**src/rtl/fact_scheduler.sv**
```systemverilog
// Round-robin scheduler sharing one factorial unit between NREQ requesters.
// Grants one requester at a time, issues its operand with a one-cycle go,
// waits for done or a timeout, then returns the result with a one-cycle ack.
module fact_scheduler #(
    parameter int NREQ    = 4,
    parameter int DW      = 4,
    parameter int RW      = 32,
    parameter int TIMEOUT = 255
) (
    input  logic               clk,
    input  logic               rst,
    input  logic [NREQ-1:0]    req,
    input  logic [NREQ*DW-1:0] n_in,
    output logic [NREQ-1:0]    ack,
    output logic [RW-1:0]      res_out,
    output logic               err,
    output logic               fu_go,
    output logic [DW-1:0]      fu_n,
    input  logic               fu_done,
    input  logic [RW-1:0]      fu_result
);

    localparam int IW = $clog2(NREQ);

    typedef enum logic [1:0] {
        IDLE,
        ISSUE,
        BUSY,
        RESP
    } state_t;

    state_t         state, state_d;
    logic [IW-1:0]  gnt_idx, gnt_idx_d;
    logic [IW-1:0]  ptr, ptr_d;
    logic [DW-1:0]  n_q, n_q_d;
    logic [15:0]    timer, timer_d;
    logic [RW-1:0]  res_q, res_q_d;
    logic           err_q, err_q_d;
    logic [NREQ-1:0] ack_d;
    logic           fu_go_d;
    logic [DW-1:0]  fu_n_d;

    logic [IW-1:0]  sel_idx;
    logic           sel_valid;
    int unsigned    cand;

    // Round-robin pick: first requesting index at or above ptr, wrapping
    always_comb begin
        sel_valid = 1'b0;
        sel_idx   = '0;
        cand      = 0;
        for (int unsigned k = 0; k < NREQ; k++) begin
            cand = (32'(ptr) + k) % 32'(NREQ);
            if (!sel_valid && req[IW'(cand)]) begin
                sel_valid = 1'b1;
                sel_idx   = IW'(cand);
            end
        end
    end

    // Next-state logic; outputs are derived from the next state so they register as Moore outputs
    always_comb begin
        state_d   = state;
        gnt_idx_d = gnt_idx;
        ptr_d     = ptr;
        n_q_d     = n_q;
        timer_d   = timer;
        res_q_d   = res_q;
        err_q_d   = err_q;

        case (state)
            IDLE: begin
                if (sel_valid) begin
                    gnt_idx_d = sel_idx;
                    n_q_d     = n_in[32'(sel_idx) * DW +: DW];
                    state_d   = ISSUE;
                end
            end
            ISSUE: begin
                timer_d = '0;
                state_d = BUSY;
            end
            BUSY: begin
                timer_d = timer + 16'd1;
                // done takes priority over a timeout landing in the same cycle
                if (fu_done) begin
                    res_q_d = fu_result;
                    err_q_d = 1'b0;
                    state_d = RESP;
                end else if (timer == 16'(TIMEOUT - 1)) begin
                    res_q_d = '0;
                    err_q_d = 1'b1;
                    state_d = RESP;
                end
            end
            RESP: begin
                ptr_d   = (gnt_idx == IW'(NREQ - 1)) ? '0 : gnt_idx + IW'(1);
                state_d = IDLE;
            end
            default: state_d = IDLE;
        endcase

        fu_go_d = (state_d == ISSUE);
        fu_n_d  = (state_d == ISSUE || state_d == BUSY) ? n_q_d : '0;
        ack_d   = '0;
        if (state_d == RESP) begin
            ack_d[gnt_idx_d] = 1'b1;
        end
    end

    // State, datapath and output registers with synchronous reset
    always_ff @(posedge clk) begin
        if (rst) begin
            state   <= IDLE;
            gnt_idx <= '0;
            ptr     <= '0;
            n_q     <= '0;
            timer   <= '0;
            res_q   <= '0;
            err_q   <= 1'b0;
            ack     <= '0;
            fu_go   <= 1'b0;
            fu_n    <= '0;
        end else begin
            state   <= state_d;
            gnt_idx <= gnt_idx_d;
            ptr     <= ptr_d;
            n_q     <= n_q_d;
            timer   <= timer_d;
            res_q   <= res_q_d;
            err_q   <= err_q_d;
            ack     <= ack_d;
            fu_go   <= fu_go_d;
            fu_n    <= fu_n_d;
        end
    end

    assign res_out = res_q;
    assign err     = err_q;

endmodule

```
**config.mk**
```make
export PLATFORM = sky130hd
export DESIGN_NAME = fact_scheduler
export DESIGN_NICKNAME = d
export VERILOG_FILES = /design/src/rtl/fact_scheduler.sv
export SDC_FILE = /design/constraint.sdc
export NUM_CORES = 1
export LEC_CHECK = 0
export CORE_MARGIN = 8
export CORE_UTILIZATION = 35
export DETAILED_ROUTE_END_ITERATION = 12
export DONT_BUFFER_PORTS = 1
export PLACE_DENSITY_LB_ADDON = 0.12
export SETUP_SLACK_MARGIN = 0.2
export SKIP_LAST_GASP = 1
export SLEW_MARGIN = 20
export SYNTH_ARGS = -nofsm -noshare
export SYNTH_HDL_FRONTEND = slang
export SYNTH_SLANG_ARGS = --single-unit
```
**constraint.sdc**
```tcl
create_clock -name clk -period 2.7 [get_ports clk]
set_input_delay 0.405 -clock clk [delete_from_list [all_inputs] [get_ports clk]]
set_output_delay 0.405 -clock clk [all_outputs]
set_load 0.01 [all_outputs]
```
==> results.py, run 1 <==
metrics = {
    "run_status": {
        "status": "finished, final reports clean",
    },
    "cts": {
        "cts_resized": 0,
        "tritoncts": "built",
        "clock-sinks": 68,
        "clkTransAtPathRegs_ps": 80,
        "htree_levels": 3,
        "clockBufferDepth": 2,
        "insertion_delay_ps": 340,
        "postCtsSetupBuffers": 0,
        "clockRootBuffer": "clkbuf_8",
        "cts_buffers": 9,
        "cts_hold_buffers": 0,
    },
    "timing": {
        "rsz0062_at_grt": "false",
        "hold_ws_ps": 133,
        "fin_worst_skew_ps": 8.48,
        "maxSlewViolCount": 0,
        "final_hold_viol_count": 0,
        "fmaxAchievable_mhz": 473,
        "tightestPinTransition_ps": 671,
        "finalSetupTns_ps": 0,
        "relSlewSlack_pct": 54.9,
        "period_share_pct": 78.2,
        "fin_crit_ps": 2110,
        "setup_viol": 0,
    },
    "detailed_routing": {
        "route.detailed.drc": 0,
        "vias": 2260,
        "dr_wl_met2_mm": 3.33,
        "wl_met3_um": 793,
        "drt-initial-drc-count": 83,
        "post_drt_via_cell_ratio": 5.16,
        "routed_wl_mm": 7.05,
        "postRouteAntennaNets": 0,
        "firstDrtPassIters": 4,
        "wirelength_met1_mm": 2.86,
        "avgRoutedWirePerCell_um": 16.1,
        "top_layer_used": "met4",
    },
    "grt": {
        "grt_use_total_pct": 12.7,
        "grt_max_degree": 49,
        "grt_pass1_vias": 2300,
        "grt_first_pass_wirelength_mm": 11.7,
        "grt-ovfl-total": 0,
        "antenna_found_initial": 0,
    },
    "floorplanning": {
        "initial_utilization_pct": 35.4,
        "io_pins": 97,
        "die_area_mm2": 0.0113,
        "die_h_um": 106,
        "die_w_um": 106,
        "core-area_mm2": 0.00805,
        "rows": 33,
    },
    "cells_and_area": {
        "layout-drive-gt1-share_pct": 7.81,
        "syn2layout_area_growth_pct": 12.2,
        "layout.nets": 392,
        "seq_area_mm2": 0.00136,
        "multi_input_area_mm2": 0.00140,
        "n_fill_cell": 842,
        "diodes": 0,
    },
    "synth": {
        "yosysSeqAreaShare_pct": 47.8,
        "syn_inst": 330,
        "synth.distinct_cells": 42,
        "synth_area_per_cell_um2": 8.64,
        "synth_nets": 394,
        "ys_warn_count": 0,
        "yosysTopAreaCell": "dfxtp_1",
        "synth_async_sr_flop_share_pct": 0,
        "syn-cell-area_mm2": 0.00285,
        "synthTopCellsByCount": "68 x dfxtp_1, 44 x nand2_1, 37 x nand3_1, 36 x a21oi_1, 30 x nor2_1",
        "synth_edf_count": 0,
        "yosys.area.top_type_share_pct": 47.8,
        "synth-seq-cells": 68,
        "synth_area_leaders": "dfxtp_1 48%, nand3_1 6.5%, a21oi_1 6.3%, nand2_1 5.8%, ha_1 4.0%",
        "synth.most_common_cell": "dfxtp_1",
        "synth_top_flop_cell": "dfxtp_1",
    },
    "setup_path": {
        "critPathMaxFanout": 5,
        "cp-end-kind": "flop",
        "worstPathArrival_ps": 2390,
        "cp.required_ps": 2980,
        "worstSetupPathType": "reg2reg",
        "setup.worst_path.start_class": "flop",
    },
    "place": {
        "io_buffers": 0,
        "hpwl_mm": 4.91,
        "globalplace.congestion": 0.736,
    },
    "flow_run": {
        "maxCapViolations": 0,
    },
    "pwr": {
        "p_leak_nw": 1.13,
        "ir_drop_mv": 0.340,
        "power_density_mw_per_mm2": 860,
        "fin_total_pwr_w": 0.00275,
    },
    "hold_path": {
        "hold_path_class": "in2reg",
    },
}
## worst max-delay path, stage by stage, from the launching register on
cell and delay [ps]:
dfxtp_1 340, inv_1 110, ha_1 250, nand2_1 70
nor3_1 150, nand4_1 150, a22oi_1 290, ha_1 230
or3b_1 370, nor2_1 90
## final timing paths
path	startpoint	endpoint	slack, ps	cells after the start
max	state[0]$_SDFF_PP0_	ack[2]$_SDFF_PP0_	590	9
min	rst	gnt_idx[1]$_SDFF_PP0_	130	1
max reg2reg	state[0]$_SDFF_PP0_	ack[2]$_SDFF_PP0_	590	9
min reg2reg	n_q[0]$_SDFF_PP0_	n_q[0]$_SDFF_PP0_	470	2
## per-stage QoR
stage          utilization [%]  area [µm²]  std cells  setup WS (ps)
6_report                  39.7        3200        438            588
5_1_grt                   39.7        3200        438            370
3_5_place_dp              36.6        2950        422            575
4_1_cts                   39.7        3200        438            562
2_1_floorplan                -        2850        330            744
3_3_place_gp              36.6        2950        422            694
## routing by layer
metal / vias up / global-route usage (%)
li1: 1134 / -
met1: 1044 / 14.0
met2: 76 / 20.1
met3: 6 / 7.44
met4: 0 / 3.62
met5: - / 0
## area by class of cell
cell class / count / share of cell area (%)
repair buffers: 5 / 1.17
flip-flops and latches: 68 / 42.6
clock buffers: 9 / 3.87
inverters: 6 / 0.704
well taps: 105 / 4.11
clock inverters: 7 / 3.87
multi-input cells: 238 / 43.7
## where the power goes
part | internal, W | total, W | switching, W
Sequential | 0.00112 | 0.00124 | 0.000118
Combinational | 0.000193 | 0.000476 | 0.000283
Clock | 0.000620 | 0.00103 | 0.000415
## cells in the final DEF, fill, tap and decap left out, types with 2 or more instances in the layout
master / instances
xnor2_1: 3
ha_1: 9
nor2_1: 30
and2_1: 2
clkbuf_8: 9
inv_1: 6
xor2_1: 11
nand2_1: 44
buf_4: 5
a211oi_1: 2
a31oi_1: 2
dfxtp_1: 68
clkinv_4: 2
mux2i_1: 7
o21ai_0: 2
and3_1: 3
nor3_1: 11
or3b_1: 2
nand2b_1: 3
mux2_2: 3
nor2b_1: 4
nand4_1: 5
a21oi_1: 36
and4_1: 3
o2bb2ai_1: 3
bufinv_16: 3
nand3_1: 37
## kinds of logic (layout without fill, tap and decap cells)
family / Yosys count / count (layout) / synth area share [%]
and+or+nand+nor: 149 / 149 / 24.6
DFF: 68 / 68 / 47.8
AOI/OAI and AO/OA: 55 / 55 / 12.1
buffers and inverters: 24 / 27 / 3.20
xor gates and xnor gates: 14 / 14 / 4.30
muxes: 11 / 11 / 4.04
adders and majority gates: 9 / 9 / 3.95
## sequential cells by signal, summed over array words and instances, names as in the netlist
name	count
state	2
n_q	4
fu_go	1
ptr	2
ack	4
timer	16
err	1
res_out	32
fu_n	4
gnt_idx	2
Power figures use the tool's default switching activity.
==> run 2, diff against run 1 <==
==> constraint.sdc (replaced) <==
create_clock -name clk -period 2.05 [get_ports clk]
set_input_delay 0.3075 -clock clk [delete_from_list [all_inputs] [get_ports clk]]
set_output_delay 0.3075 -clock clk [all_outputs]
set_load 0.01 [all_outputs]
==> run 2 against run 1 <==
Critical path depth is 3 lower. Cell area is 2.6% higher. Worst hold slack worse by 99 ps. Register-to-register slack worse by 410 ps. Global-route usage is 0.50 points higher. Combinational power is 68% higher. Sequential share of layout area is 0.96 points lower. Worst setup slack worse by 410 ps. Die area stayed put. Clock power is 14% higher. Sequential cell count stayed put. Critical path type unchanged. Critical endpoint is now ack[0]$_SDFF_PP0_. Largest power group unchanged.
==> results.py, run 2 (synthesis results as in run 1) <==
metrics = {
    "cells_and_area": {
        "seq_area_mm2": 0.00137,
        "stdcell_count": 446,
        "multi_input_area_mm2": 0.00145,
        "diodes": 0,
        "layout-drive-gt1-share_pct": 14.7,
        "syn2layout_area_growth_pct": 15.1,
        "layout.nets": 401,
        "final_cell_mix": "65 x dfxtp_1, 43 x nand2_1, 37 x nand3_1, 36 x a21oi_1, 29 x nor2_1",
        "final_common_cell": "dfxtp_1",
        "largest_register_ffs": 32,
        "n_fill_cell": 841,
    },
    "floorplanning": {
        "io_pins": 97,
        "die_w_um": 106,
        "initial_utilization_pct": 35.4,
        "core-area_mm2": 0.00805,
        "rows": 33,
        "die_h_um": 106,
        "die_area_mm2": 0.0113,
    },
    "setup_path": {
        "setup.worst_path.start_class": "flop",
        "cp.required_ps": 2320,
        "ff2ff_setup_slack_ps": 180,
        "critPathMaxFanout": 4,
        "ff2ff_path_depth": 6,
        "worstPathArrival_ps": 2130,
        "worstSetupPathType": "reg2reg",
        "reg2reg_from": "timer[10]$_SDFFE_PP0P_",
        "cp-end-kind": "flop",
        "r2r-end": "ack[0]$_SDFF_PP0_",
    },
    "detailed_routing": {
        "routed_wl_mm": 7.45,
        "post_drt_via_cell_ratio": 5.26,
        "avgRoutedWirePerCell_um": 16.7,
        "route.detailed.drc": 0,
        "firstDrtPassIters": 4,
        "drt-initial-drc-count": 76,
        "postRouteAntennaNets": 0,
        "vias": 2344,
    },
    "cts": {
        "clockBufferDepth": 2,
        "clock-sinks": 68,
        "insertion_delay_ps": 330,
        "cts_buffers": 9,
        "clockRootBuffer": "clkbuf_8",
        "tritoncts": "built",
        "htree_levels": 3,
        "clkTransAtPathRegs_ps": 70,
    },
    "timing": {
        "relSlewSlack_pct": 60.0,
        "fin_crit_ps": 1870,
        "final_hold_viol_count": 0,
        "period_share_pct": 91.1,
        "setup_viol": 0,
        "rsz0062_at_grt": "true",
        "maxSlewViolCount": 0,
        "finalSetupTns_ps": 0,
        "tightestPinTransition_ps": 594,
        "fmaxAchievable_mhz": 536,
        "fin_worst_skew_ps": 10.1,
        "hold_ws_ps": 33.9,
    },
    "hold_path": {
        "hold_path_depth": 1,
        "holdPathEnd": "state[1]$_SDFF_PP0_",
        "hold_start": "rst",
        "hold_path_class": "in2reg",
    },
    "place": {
        "globalplace.congestion": 0.694,
        "hpwl_mm": 5.24,
        "place_inst": 428,
        "io_buffers": 0,
    },
    "grt": {
        "busiest_layer": "met2",
        "antenna_found_initial": 0,
        "grt_pass1_vias": 2305,
        "grt_first_pass_wirelength_mm": 12.0,
        "met2_usage_pct": 21.5,
        "grt_use_total_pct": 13.2,
        "grt_use_met3_pct": 5.14,
        "grt_max_degree": 49,
        "grt-ovfl-total": 0,
        "gr-usage-met1_pct": 15.0,
    },
    "pwr": {
        "power_density_mw_per_mm2": 1100,
        "ir_drop_mv": 0.408,
        "p_leak_nw": 1.17,
    },
    "flow_run": {
        "maxCapViolations": 0,
    },
    "run_status": {
        "status": "finished, final reports clean",
    },
}
-- run 2: changes by cell type in the layout (fill, tap and decap cells not counted), moves of 3 or more --
cell / change
buf_4: +9
dfxtp_1: -3
dfxtp_2: +3
ha_1: -3
-- run 2: per-layer routing --
layer | share of wire [%] | up-vias
met5 | 0 | -
met4 | 1.5 | 0
met3 | 8.3 | 8
met2 | 48 | 72
met1 | 42 | 1108
li1 | - | 1156
-- run 2: worst max path at each step --
stage / depth (start not counted) / slack, ps / endpoint / from
after CTS: 9 / 200 / ack[0]$_SDFF_PP0_ / state[0]$_SDFF_PP0_
after floorplan: 9 / 160 / ack[2]$_SDFF_PP0_ / state[0]$_SDFF_PP0_
after detailed placement: 8 / 110 / ack[2]$_SDFF_PP0_ / state[1]$_SDFF_PP0_
after global placement: 8 / 180 / ack[0]$_SDFF_PP0_ / state[1]$_SDFF_PP0_
final: 6 / 180 / ack[0]$_SDFF_PP0_ / timer[10]$_SDFFE_PP0P_
after global routing: 9 / 40 / ack[0]$_SDFF_PP0_ / state[0]$_SDFF_PP0_
-- run 2: worst max-delay path, cell delays in order (launching register included) --
cell     delay, ps
dfxtp_1        340
nor4_1         330
nand4_1        200
a22oi_2        230
ha_2           210
or3b_4         380
nor2_1         120
-- run 2: repair_timing --
| item | 4_1_cts | 5_1_grt |
|---|---|---|
| setup buffers | 3 | 0 |
| gates resized for setup | 3 | 9 |
| setup endpoints to repair | 6 | 11 |
| pin swaps | 5 | 2 |
| hold buffers | 0 | 0 |
| endpoints found under the hold margin | 0 | 0 |
-- run 2: per-stage QoR --
step | total power (W) | cell area [µm²] | setup slack, ps | util [%]
global placement | 0.00240 | 3020 | 175 | 37.5
detailed placement | 0.00240 | 3020 | 112 | 37.5
finish | 0.00360 | 3280 | 183 | 40.7
global route | 0.00384 | 3280 | 37.4 | 40.7
floorplan | 0.00216 | 2880 | 160 | -
CTS | 0.00362 | 3260 | 198 | 40.4
-- run 2: where the power goes --
| group | switching [W] | internal (W) | total (W) |
|---|---|---|---|
| sequential | 0.000144 | 0.00148 | 0.00163 |
| combinational | 0.000442 | 0.000359 | 0.000801 |
| clock | 0.000498 | 0.000675 | 0.00117 |
| total | 0.00108 | 0.00251 | 0.00360 |
-- run 2: cell type report --
type                    count  area share (%)
repair buffers             14            3.20
clock buffers              10            3.89
flip-flops and latches     68            41.6
clock inverters             5            2.36
multi-input cells         238            44.2
inverters                   6           0.686
well taps                 105            4.00
